## src/rtl/alu_stage_pkg.sv

```systemverilog
// Shared definitions for the ALU operand stage: ALU operation codes,
// default widths and the payload field list carried by the stage.
package alu_stage_pkg;

  localparam int DW_DEF  = 16;
  localparam int RW_DEF  = 4;
  localparam int SCW_DEF = 16;

  // ALU operation codes understood by arithmetic_logic_system
  localparam logic [2:0] OP_AND = 3'b000;
  localparam logic [2:0] OP_OR  = 3'b001;
  localparam logic [2:0] OP_ADD = 3'b010;
  localparam logic [2:0] OP_NOR = 3'b100;
  localparam logic [2:0] OP_SUB = 3'b110;
  localparam logic [2:0] OP_SLT = 3'b111;

  // Payload held by the stage (default-width view of the field list)
  typedef struct packed {
    logic [DW_DEF-1:0] a;
    logic [DW_DEF-1:0] b;
    logic [DW_DEF-1:0] imm;
    logic              alusrc;
    logic [2:0]        aluop;
    logic [RW_DEF-1:0] rd;
    logic              wb;
  } stage_payload_t;

endpackage

```

## src/rtl/alu_hazard_detect.sv

```systemverilog
// Read-after-write hazard detection for the ALU operand stage.
// Build option ALU_FWD_EN: when defined, a result from the entry issuing this
// cycle is forwarded from ALUout instead of stalling; only the entry issued
// last cycle (result not yet in the register file) causes a stall.
module alu_hazard_detect
  import alu_stage_pkg::*;
#(
  parameter int RW = RW_DEF
) (
  input  logic [RW-1:0] in_rs,
  input  logic [RW-1:0] in_rt,
  input  logic          in_ALUsrc,
  input  logic          held_valid,
  input  logic [RW-1:0] held_rd,
  input  logic          held_wb,
  input  logic [RW-1:0] prev_rd,
  input  logic          prev_wb,
  output logic          hazard,
  output logic          fwd_a,
  output logic          fwd_b
);

  logic held_rs, held_rt, prev_rs, prev_rt;

  // Register 0 is hardwired, so it never creates a dependency; rt is
  // irrelevant when the ALU takes the immediate instead of B.
  always_comb begin
    held_rs = held_valid && held_wb && (held_rd == in_rs) && (in_rs != '0);
    held_rt = held_valid && held_wb && (held_rd == in_rt) && (in_rt != '0) && !in_ALUsrc;
    prev_rs = prev_wb && (prev_rd == in_rs) && (in_rs != '0);
    prev_rt = prev_wb && (prev_rd == in_rt) && (in_rt != '0) && !in_ALUsrc;
  end

`ifdef ALU_FWD_EN
  // Held entry is the newest producer: forward it, and only stall on the
  // older in-flight result when the held entry does not supersede it.
  always_comb begin
    fwd_a  = held_rs;
    fwd_b  = held_rt;
    hazard = (prev_rs && !held_rs) || (prev_rt && !held_rt);
  end
`else
  // No bypass path: any in-flight producer of a source register stalls.
  always_comb begin
    fwd_a  = 1'b0;
    fwd_b  = 1'b0;
    hazard = held_rs || held_rt || prev_rs || prev_rt;
  end
`endif

endmodule

```

## src/rtl/alu_operand_stage.sv

```systemverilog
// Single-entry pipeline register between decode and the ALU. Holds operands,
// ALU control and destination info, handles the valid/ready handshake,
// stalls or forwards on RAW hazards and counts decode stall cycles.
// Forwarding is selected by the ALU_FWD_EN macro (see alu_hazard_detect).
module alu_operand_stage
  import alu_stage_pkg::*;
#(
  parameter int DW  = DW_DEF,
  parameter int RW  = RW_DEF,
  parameter int SCW = SCW_DEF
) (
  input  logic           clk,
  input  logic           reset,
  input  logic           flush,
  input  logic           in_valid,
  output logic           in_ready,
  input  logic [DW-1:0]  in_A,
  input  logic [DW-1:0]  in_B,
  input  logic [DW-1:0]  in_Imm,
  input  logic           in_ALUsrc,
  input  logic [2:0]     in_ALUop,
  input  logic [RW-1:0]  in_rs,
  input  logic [RW-1:0]  in_rt,
  input  logic [RW-1:0]  in_rd,
  input  logic           in_wb,
  output logic [DW-1:0]  A,
  output logic [DW-1:0]  B,
  output logic [DW-1:0]  Imm,
  output logic           ALUsrc,
  output logic [2:0]     ALUop,
  output logic           out_valid,
  input  logic           out_ready,
  output logic [RW-1:0]  out_rd,
  output logic           out_wb,
  input  logic [DW-1:0]  ALUout,
  output logic [SCW-1:0] stall_cnt
);

  logic [RW-1:0] prev_rd;
  logic          prev_wb;
  logic          hazard, fwd_a, fwd_b;
  logic          issue, accept;

  alu_hazard_detect #(.RW(RW)) u_hazard (
    .in_rs      (in_rs),
    .in_rt      (in_rt),
    .in_ALUsrc  (in_ALUsrc),
    .held_valid (out_valid),
    .held_rd    (out_rd),
    .held_wb    (out_wb),
    .prev_rd    (prev_rd),
    .prev_wb    (prev_wb),
    .hazard     (hazard),
    .fwd_a      (fwd_a),
    .fwd_b      (fwd_b)
  );

  // Handshake: the slot is free when empty or draining this cycle
  always_comb begin
    issue    = out_valid && out_ready;
    in_ready = (!out_valid || out_ready) && !hazard;
    accept   = in_valid && in_ready && !flush;
  end

  // Output register: load on accept, drain on issue, squash on flush
  always_ff @(posedge clk) begin
    if (reset) begin
      out_valid <= 1'b0;
      A         <= '0;
      B         <= '0;
      Imm       <= '0;
      ALUsrc    <= 1'b0;
      ALUop     <= 3'b000;
      out_rd    <= '0;
      out_wb    <= 1'b0;
    end else if (flush) begin
      out_valid <= 1'b0;
    end else if (accept) begin
      out_valid <= 1'b1;
      A         <= fwd_a ? ALUout : in_A;
      B         <= fwd_b ? ALUout : in_B;
      Imm       <= in_Imm;
      ALUsrc    <= in_ALUsrc;
      ALUop     <= in_ALUop;
      out_rd    <= in_rd;
      out_wb    <= in_wb;
    end else if (issue) begin
      out_valid <= 1'b0;
    end
  end

  // Track the entry issued last cycle; its write reaches the regfile a
  // cycle later. A flushed entry is squashed, so it never writes.
  always_ff @(posedge clk) begin
    if (reset) begin
      prev_rd <= '0;
      prev_wb <= 1'b0;
    end else if (issue && !flush) begin
      prev_rd <= out_rd;
      prev_wb <= out_wb;
    end else begin
      prev_wb <= 1'b0;
    end
  end

  // Saturating count of cycles decode was held off
  always_ff @(posedge clk) begin
    if (reset)
      stall_cnt <= '0;
    else if (in_valid && !in_ready && (stall_cnt != {SCW{1'b1}}))
      stall_cnt <= stall_cnt + 1'b1;
  end

endmodule

```

## config.mk

```make
export PLATFORM = sky130hd
export DESIGN_NAME = alu_operand_stage
export DESIGN_NICKNAME = d
export VERILOG_FILES = /design/src/rtl/alu_stage_pkg.sv /design/src/rtl/alu_hazard_detect.sv /design/src/rtl/alu_operand_stage.sv
export SDC_FILE = /design/constraint.sdc
export NUM_CORES = 1
export LEC_CHECK = 0
export ABC_AREA = 1
export CORE_MARGIN = 2
export CORE_UTILIZATION = 44
export DETAILED_ROUTE_END_ITERATION = 12
export PLACE_DENSITY = 0.79
export SKIP_LAST_GASP = 1
export SLEW_MARGIN = 25
export SYNTH_ARGS = -nofsm -noshare
export SYNTH_HDL_FRONTEND = slang
export SYNTH_SLANG_ARGS = --single-unit
export TNS_END_PERCENT = 30
```

## constraint.sdc

```tcl
create_clock -name clk -period 1.95 [get_ports clk]
set_clock_uncertainty 0.1 [all_clocks]
set_input_delay 0.39 -clock clk [delete_from_list [all_inputs] [get_ports clk]]
set_output_delay 0.39 -clock clk [all_outputs]
set_load 0.02 [all_outputs]
```

Word level (Yosys, flattened, before mapping)
Index checks and enable logic that the tools add are counted.

operators by class
  add/sub/neg operators = 1
  multiplexer cells = 2
  bitwise gates (word level) = 2
  equality and inequality tests = 5
  reductions and logical operators = 33

operator list
  cell                     count
  $logic_and A1 B1 Y1      18
  $add A16 B1 Y16 const B  1
  $eq A4 B4 Y1             4
  $ne A16 B16 Y1 const B   1
  $reduce_bool A4 Y1       2
  $logic_not A1 Y1         5
  $logic_or A1 B1 Y1       4
  $reduce_or A2 Y1         2
  $mux W1                  2
  $not A1 Y1               2
  $reduce_and A2 Y1        1
  $reduce_bool A2 Y1       1

storage, ports and cells
  logic and storage cells = 54
  bits of input ports = 86
  output and inout bits = 75
  register bits = 79

Depth between registers and ports, before layout
Gate-level depths: netlist of run 1.

  depth in word-level cells = 12
  depth in mapped cells = 14
  gate-level depth less buffers = 12

By module
Synthesis of run 1 repeated with hierarchy kept, for this count alone.

second synthesis, totals
  cell total of the unflattened synthesis = 511
  area, all modules = 3861.2 µm²

modules (own cells, without submodules)
  module             sequential area each (µm²)  cells each  times used  area each (µm²)
  alu_operand_stage  1581.5                      430         1           3519.6
  alu_hazard_detect  0.0                         81          1           341.6

Worst setup path before layout of run 1
No wires, ideal clock.

  path type = register to register
  from = register stall_cnt[0]
  to = register stall_cnt[8]
  setup time = 0.070 ns
  required time = 1.780 ns
  path buffers = 1
  period minus slack after synthesis = 1.912 ns
  cell stages (with the launch flop) = 9
  arrival time = 1.742 ns
  path slack = 0.038 ns
  cells stage by stage = dfxtp_1 ha_1 nand2_1 nor3_2 nand4_2 nand3_2 buf_4 nand2_1 a21oi_1

on the way
  longest elaborated chain between the ends = 2
  elaborated cells between the ends (all ways) = 3
  those cells by class = add/sub: 1; eq/ne: 1; reduce/logical: 1

ends and longest elaborated chain
  element                                                                  line                      text
  start: declaration                                                       alu_operand_stage.sv:36   output logic [SCW-1:0] stall_cnt
  start signal: assignment                                                 alu_operand_stage.sv:111  stall_cnt <= stall_cnt + 1'b1;
  parallel branches: the longest is 2 deep, another holds $add A16 B1 Y16  n/a

Several ways; the timed one is not identified.
A chain may end at the register's enable or synchronous reset.

Final worst setup path of run 1
  from = register prev_rd[1]
  to = output in_ready

on the way
  longest elaborated chain between the ends = 7
  elaborated cells between the ends (all ways) = 11
  those cells by class = eq/ne: 2; reduce/logical: 9

ends and longest elaborated chain
  element                                                           line                                              text
  start: declaration                                                alu_operand_stage.sv:39                           logic [RW-1:0] prev_rd;
  start signal: assignment                                          alu_operand_stage.sv:99                           prev_rd <= out_rd;
  $eq A4 B4 Y1, on equally long branches                            alu_hazard_detect.sv:30, alu_hazard_detect.sv:31
  $logic_and A1 B1 Y1, on equally long branches (2 in series)       alu_hazard_detect.sv:30, alu_hazard_detect.sv:31
  $logic_or A1 B1 Y1 / $logic_and A1 B1 Y1 (equally long branches)  alu_hazard_detect.sv:47, alu_hazard_detect.sv:31
  $logic_or A1 B1 Y1 *                                              alu_hazard_detect.sv:47                           hazard = held_rs || held_rt || prev_rs || prev_rt;
  $logic_not A1 Y1 *                                                alu_operand_stage.sv:61                           in_ready = (!out_valid || out_ready) && !hazard;
  $logic_and A1 B1 Y1 *                                             alu_operand_stage.sv:61
  end: declaration                                                  alu_operand_stage.sv:16                           output logic in_ready,

Mark *: on every way between the ends. The rest lies on a longest branch, timed or not.

==> results of run 1 <==
[power groups by stage]
stage / Combinational [mW] / Clock (mW) / Sequential (mW)
floorplan: 0.293 / 0 / 1.88
global placement: 0.802 / 0 / 1.78
detailed placement: 0.814 / 0 / 1.78
CTS: 0.812 / 1.42 / 1.75
global route: 0.893 / 1.50 / 1.76
finish: 0.819 / 1.39 / 1.75
[worst max-delay path by stage]
stage | startpoint | endpoint | slack (ns) | depth (start not counted)
finish | prev_rd[1] | in_ready | -0.02 | 9
global route | prev_rd[1] | in_ready | -0.13 | 9
CTS | prev_rd[2] | in_ready | -0.08 | 10
detailed placement | in_rs[0] | in_ready | -0.66 | 11
global placement | in_rt[3] | in_ready | -0.64 | 10
floorplan | stall_cnt[0] | stall_cnt[8] | 0.04 | 8
[sequential cells by signal (all words and copies together), names as in the netlist]
signal,flops
out_wb,1
stall_cnt,16
B,16
A,16
prev_wb,1
prev_rd,4
ALUsrc,1
ALUop,3
Imm,16
out_valid,1
out_rd,4
[timing repair]
action,CTS,global route
hold buffers,0,0
pin swaps,0,8
resized for setup,16,33
setup buffers,0,4
setup endpoints to repair,61,77
[tightest hold or removal path, cell delays in order]
cell and delay (ns):
buf_2 0.13, nand4_1 0.17, a21oi_1 0.08
[cell families after synthesis]
family	share of synthesized area (%)
simple gates	40.7
fa+ha+maj	0.313
buf+inv	12.8
flops	39.5
compound gates	3.16
xor+xnor	3.50
[stage by stage]
stage                     TNS [ns]  total power, mW  setup WS (ns)
after floorplan                  0             2.18         0.0377
after global placement      -32.83             2.58         -0.636
after detailed placement    -37.32             2.60         -0.664
after CTS                   -0.186             3.98        -0.0845
after global routing         -3.84             4.15         -0.133
final                      -0.0216             3.96        -0.0216
[cell usage after synthesis (3+ instances only)]
cell      number  area share [%]
inv_1         84             7.9
xor2_1         6             1.3
xnor2_1       10             2.2
inv_2          3            0.28
nor2_1       140              13
dfxtp_1       79              40
o21ai_0        4            0.50
nor3_1         6            0.75
nand2_1      126              12
buf_4          6             1.1
buf_1          5            0.47
buf_2          6            0.75
nand4_1       73              11
a21oi_1       18             2.3
nand3_1       14             1.8
clkbuf_1      18             1.7
[metal layers]
layer  vias up  global-route usage, %  share of wire (%)
li1       2249                      -                  -
met1      1997                   29.6                 44
met2       135                   37.8                 48
met3        28                   4.99                5.7
met4         0                   10.6                2.7
met5         -                      0                  0
[area by class of cell]
type	count	area [µm²]
fill	765	2750
inverter	87	329
multi-input combinational	409	1940
timing repair buffer	184	1780
tap	108	135
clock buffer	10	138
clock inverter	6	93.8
sequential	79	1600
==> qor.yml, run 1 <==
outcome: "finished with violations"
violations: "setup timing"
slew_violations: 0
gp_congestion: 0.852
synth.avg_cell_area_um2: 6.53
initial_core_util_pct: 45.6
nNetsFinal: 857
hold_depth: 3
place_hpwl_mm: 8.20
first_iter_violations: 166
portBuffers: 144
cts_num_sinks: 79
cap_violations: 0
hold_viol: 0
finalSetupViolCount: 1
drtPass1Iterations: 4
rsz0062_at_grt: "yes"
cts_made_buffers: 9
syn_inst: 612
grt_pass1_wl_mm: 18.8
dpl-instance-area_um2: 5720
synth.ff_latch_count: 79
p_leak_nw: 2.73
cp_max_fo: 3
die-height_um: 99.3
hp-class: "primary input to register"
ios: 161
drive_gt1_share_pct: 12.4
yosys_warnings: 0
max_freq_ghz: 0.507
slowest_delay_ns: 0.36
final_common_cell: "nor2_1"
async_reset_ff_share_pct: 0
p_seq_share_pct: 44.1
crit_required_ns: 1.46
row_count: 34
final_cell_area_um2: 6010
crit_arrival_ns: 1.48
wl_per_cell_um: 13.3
final_cell_mix: "nor2_1, clkdlybuf4s50_1, nand2_1, inv_1, nand4_1"
synth_edf_count: 0
r2r_start: "prev_rd[1]"
grt.overflow.total: 0
antenna_found_initial: 0
grt_max_degree: 74
pwr-share-comb_pct: 20.7
clock_path_buffers: 2
p_switching_mw: 1.09
crit_chain: "inv_2, o21ai_1, nor2_1, nand3b_1, nand2_1, nand2_1, inv_2, nor2_4, buf_6"
swShare_pct: 27.6
ant_nets: 0
finalCriticalPeriod_ns: 1.97
path_class: "register to output pin"
timing.rr.end: "out_rd[3]"
internal-power_mw: 2.87
synth_seq_area_share_pct: 39.5
cts_max_level: 3
reg2reg_slack_ns: 0.07
insertion_delay_ns: 0.34
cp_slowest_cell: "dfxtp_2"
hold_slack_ns: 0.369
cts_tree: "done"
grt_pass1_vias: 4118
dp.cells: 863
cts_root_buf: "clkbuf_8"
yosys_most_used_dff: "dfxtp_1"
drc: 0
r2r_cells: 12
vias_per_cell: 4.99
maxSlewHeadroom_pct: 76.1
holdPathEnd: "out_valid"
worst_pin_slew_ns: 0.355
n_antenna_cell: 0
worstSetupStartpointType: "register"
clkPwrFrac_pct: 35.2
synth_nets: 699
syn2layout_area_growth_pct: 50.4
worstHoldStart: "in_valid"
fp.dieW_um: 99.3
fin_cells: 883
syn_area_um2: 4000
critical-path-top-delay-family: "simple AND/OR/NAND/NOR gates"
worstSetupEndpointType: "output pin"
worst_slack_ns: -0.0216
path_clk_slew_ns: 0.08
vdd_ir_drop_max_v: 0.000354
drt_wl_total_mm: 11.8
fin_crit_sh_pct: 101
die-area_um2: 9870
vias: 4409
worst-path-buf-inv: 3
finish.utilization_pct: 68.6
power.density_nw_per_um2: 658
synth.distinct_cells: 25
core_um2: 8760
grt_util_all_layers_pct: 23.2
Power figures use the tool's default switching activity.
==> run 2: changes to the inputs <==
- CORE_ASPECT_RATIO: default -> 1.75
==> run 2 against run 1 <==
Critical endpoint unchanged. The run still ends with setup timing left. Flip-flop and latch count unchanged. Global-route usage up 1.9 points. Via count up 2.1%. Largest power group is now clock. Worst setup slack worse by 0.0029 ns. Sequential power about the same. Critical path depth up 1.
==> qor.yml, run 2 (same netlist as run 1, synthesis figures left out) <==
p_seq_share_pct: 40.4
holdPathEnd: "B[12]"
drt_wl_total_mm: 12.8
slew_violations: 0
gp_congestion: 0.980
violations: "setup timing"
cp_slowest_cell: "dfxtp_1"
hold_slack_ns: 0.381
dp.cells: 877
grt.overflow.total: 0
dpl-instance-area_um2: 5750
r2r_cells: 12
clock_path_buffers: 2
cts_num_sinks: 79
worst_pin_slew_ns: 0.468
nNetsFinal: 857
syn2layout_area_growth_pct: 52.8
core_um2: 8980
grt_pass1_wl_mm: 20.1
antenna_found_initial: 0
final_cell_mix: "nor2_1, clkdlybuf4s50_1, nand2_1, inv_1, nand4_1"
maxSlewHeadroom_pct: 68.6
power_mw: 4.34
worstHoldStart: "B[12]"
power.density_nw_per_um2: 710
insertion_delay_ns: 0.33
final_cell_area_um2: 6110
reg2reg_slack_ns: 0.06
first_iter_violations: 220
n_antenna_cell: 0
finish.utilization_pct: 68.1
clkPwrFrac_pct: 40.7
worstSetupEndpointType: "output pin"
portBuffers: 144
initial_core_util_pct: 44.5
fin_crit_sh_pct: 101
cts_max_level: 3
hold_depth: 2
cap_violations: 0
path_clk_slew_ns: 0.06
p_leak_nw: 2.77
grt_max_degree: 58
finalCriticalPeriod_ns: 1.97
critical-path-top-delay-family: "simple AND/OR/NAND/NOR gates"
rsz0062_at_grt: "yes"
cts_made_buffers: 9
fp.dieW_um: 76.1
ios: 161
outcome: "finished with violations"
worst-path-buf-inv: 3
vias_per_cell: 5.03
grt_pass1_vias: 4194
max_freq_ghz: 0.506
cts_tree: "done"
die-area_um2: 9900
internal-power_mw: 3.22
drc: 0
grt_util_all_layers_pct: 25.1
slowest_delay_ns: 0.39
vdd_ir_drop_max_v: 0.000554
cts_root_buf: "clkbuf_16"
finalSetupViolCount: 1
row_count: 46
wl_per_cell_um: 14.2
crit_arrival_ns: 1.48
ant_nets: 0
cp_max_fo: 3
timing.rr.end: "Imm[7]"
drive_gt1_share_pct: 11.5
die-height_um: 130
place_ws_ns: -0.664
path_class: "register to output pin"
swShare_pct: 25.7
pwr-share-comb_pct: 18.9
finalSetupTns_ns: -0.0245
fin_cells: 895
p_switching_mw: 1.12
final_common_cell: "nor2_1"
drtPass1Iterations: 5
r2r_start: "prev_rd[1]"
worstSetupStartpointType: "register"
crit_chain: "inv_1, nand2_1, nand2_1, nor2_1, nand3b_1, nand2_1, nand2_2, inv_2, nor2_4, buf_6"
place_hpwl_mm: 9.29
hold_viol: 0
vias: 4500
crit_required_ns: 1.46
critical-path-top-cell-by-count: "nand2_1"
hp-class: "register to register"
worst_slack_ns: -0.0245
## run 2: changes by cell type in the layout (fill, tap and decap cells not counted), sizes merged
| cell | before | now |
|---|---|---|
| clkdlybuf4s50 | 132 | 133 |
| clkinvlp | 1 | 2 |
| clkinv | 3 | 2 |
| clkdlybuf4s15 | 0 | 1 |
| clkbuf | 12 | 11 |
| dlymetal6s2s | 1 | 0 |
## run 2: power groups by stage
stage	Sequential (mW)	Clock, mW	Combinational [mW]
final	1.75	1.76	0.821
after CTS	1.75	1.80	0.818
after global routing	1.76	1.87	0.889
after global placement	1.78	0	0.807
after detailed placement	1.78	0	0.821
after floorplan	1.88	0	0.293
## run 2: cell type report
cell class	count	area [µm²]
Multi-Input combinational cell	409	1940
Clock inverter	6	85.1
Inverter	87	327
Clock buffer	10	229
Fill cell	781	2870
Sequential cell	79	1590
Tap cell	120	150
Timing Repair Buffer	184	1790
## run 2: worst max path at each step
stage | cells after the start | startpoint | slack [ns] | to
3_3_place_gp | 11 | in_rs[0] | -0.65 | in_ready
2_1_floorplan | 8 | stall_cnt[0] | 0.04 | stall_cnt[8]
6_report | 10 | prev_rd[2] | -0.02 | in_ready
4_1_cts | 9 | prev_rd[1] | -0.05 | in_ready
5_1_grt | 10 | prev_rd[2] | -0.07 | in_ready
3_5_place_dp | 11 | in_rt[0] | -0.66 | in_ready
## run 2: routing by layer
layer	global-route usage [%]	vias up	share of wire (%)
li1	-	2249	-
met3	4.43	33	4.7
met1	27.2	2051	38
met5	0	-	0
met4	11.4	0	2.9
met2	47.6	167	54
## run 2: what timing repair did
item / CTS / global route
gates resized for setup: 21 / 21
hold buffers: 0 / 0
buffers inserted: 0 / 2
pin swaps: 0 / 3
setup endpoints to repair: 63 / 65
## run 2: worst min-delay path, cell delays in order (launching register included)
cell and delay (ns):
dfxtp_1 0.32, nor2_1 0.04, nor2_1 0.08
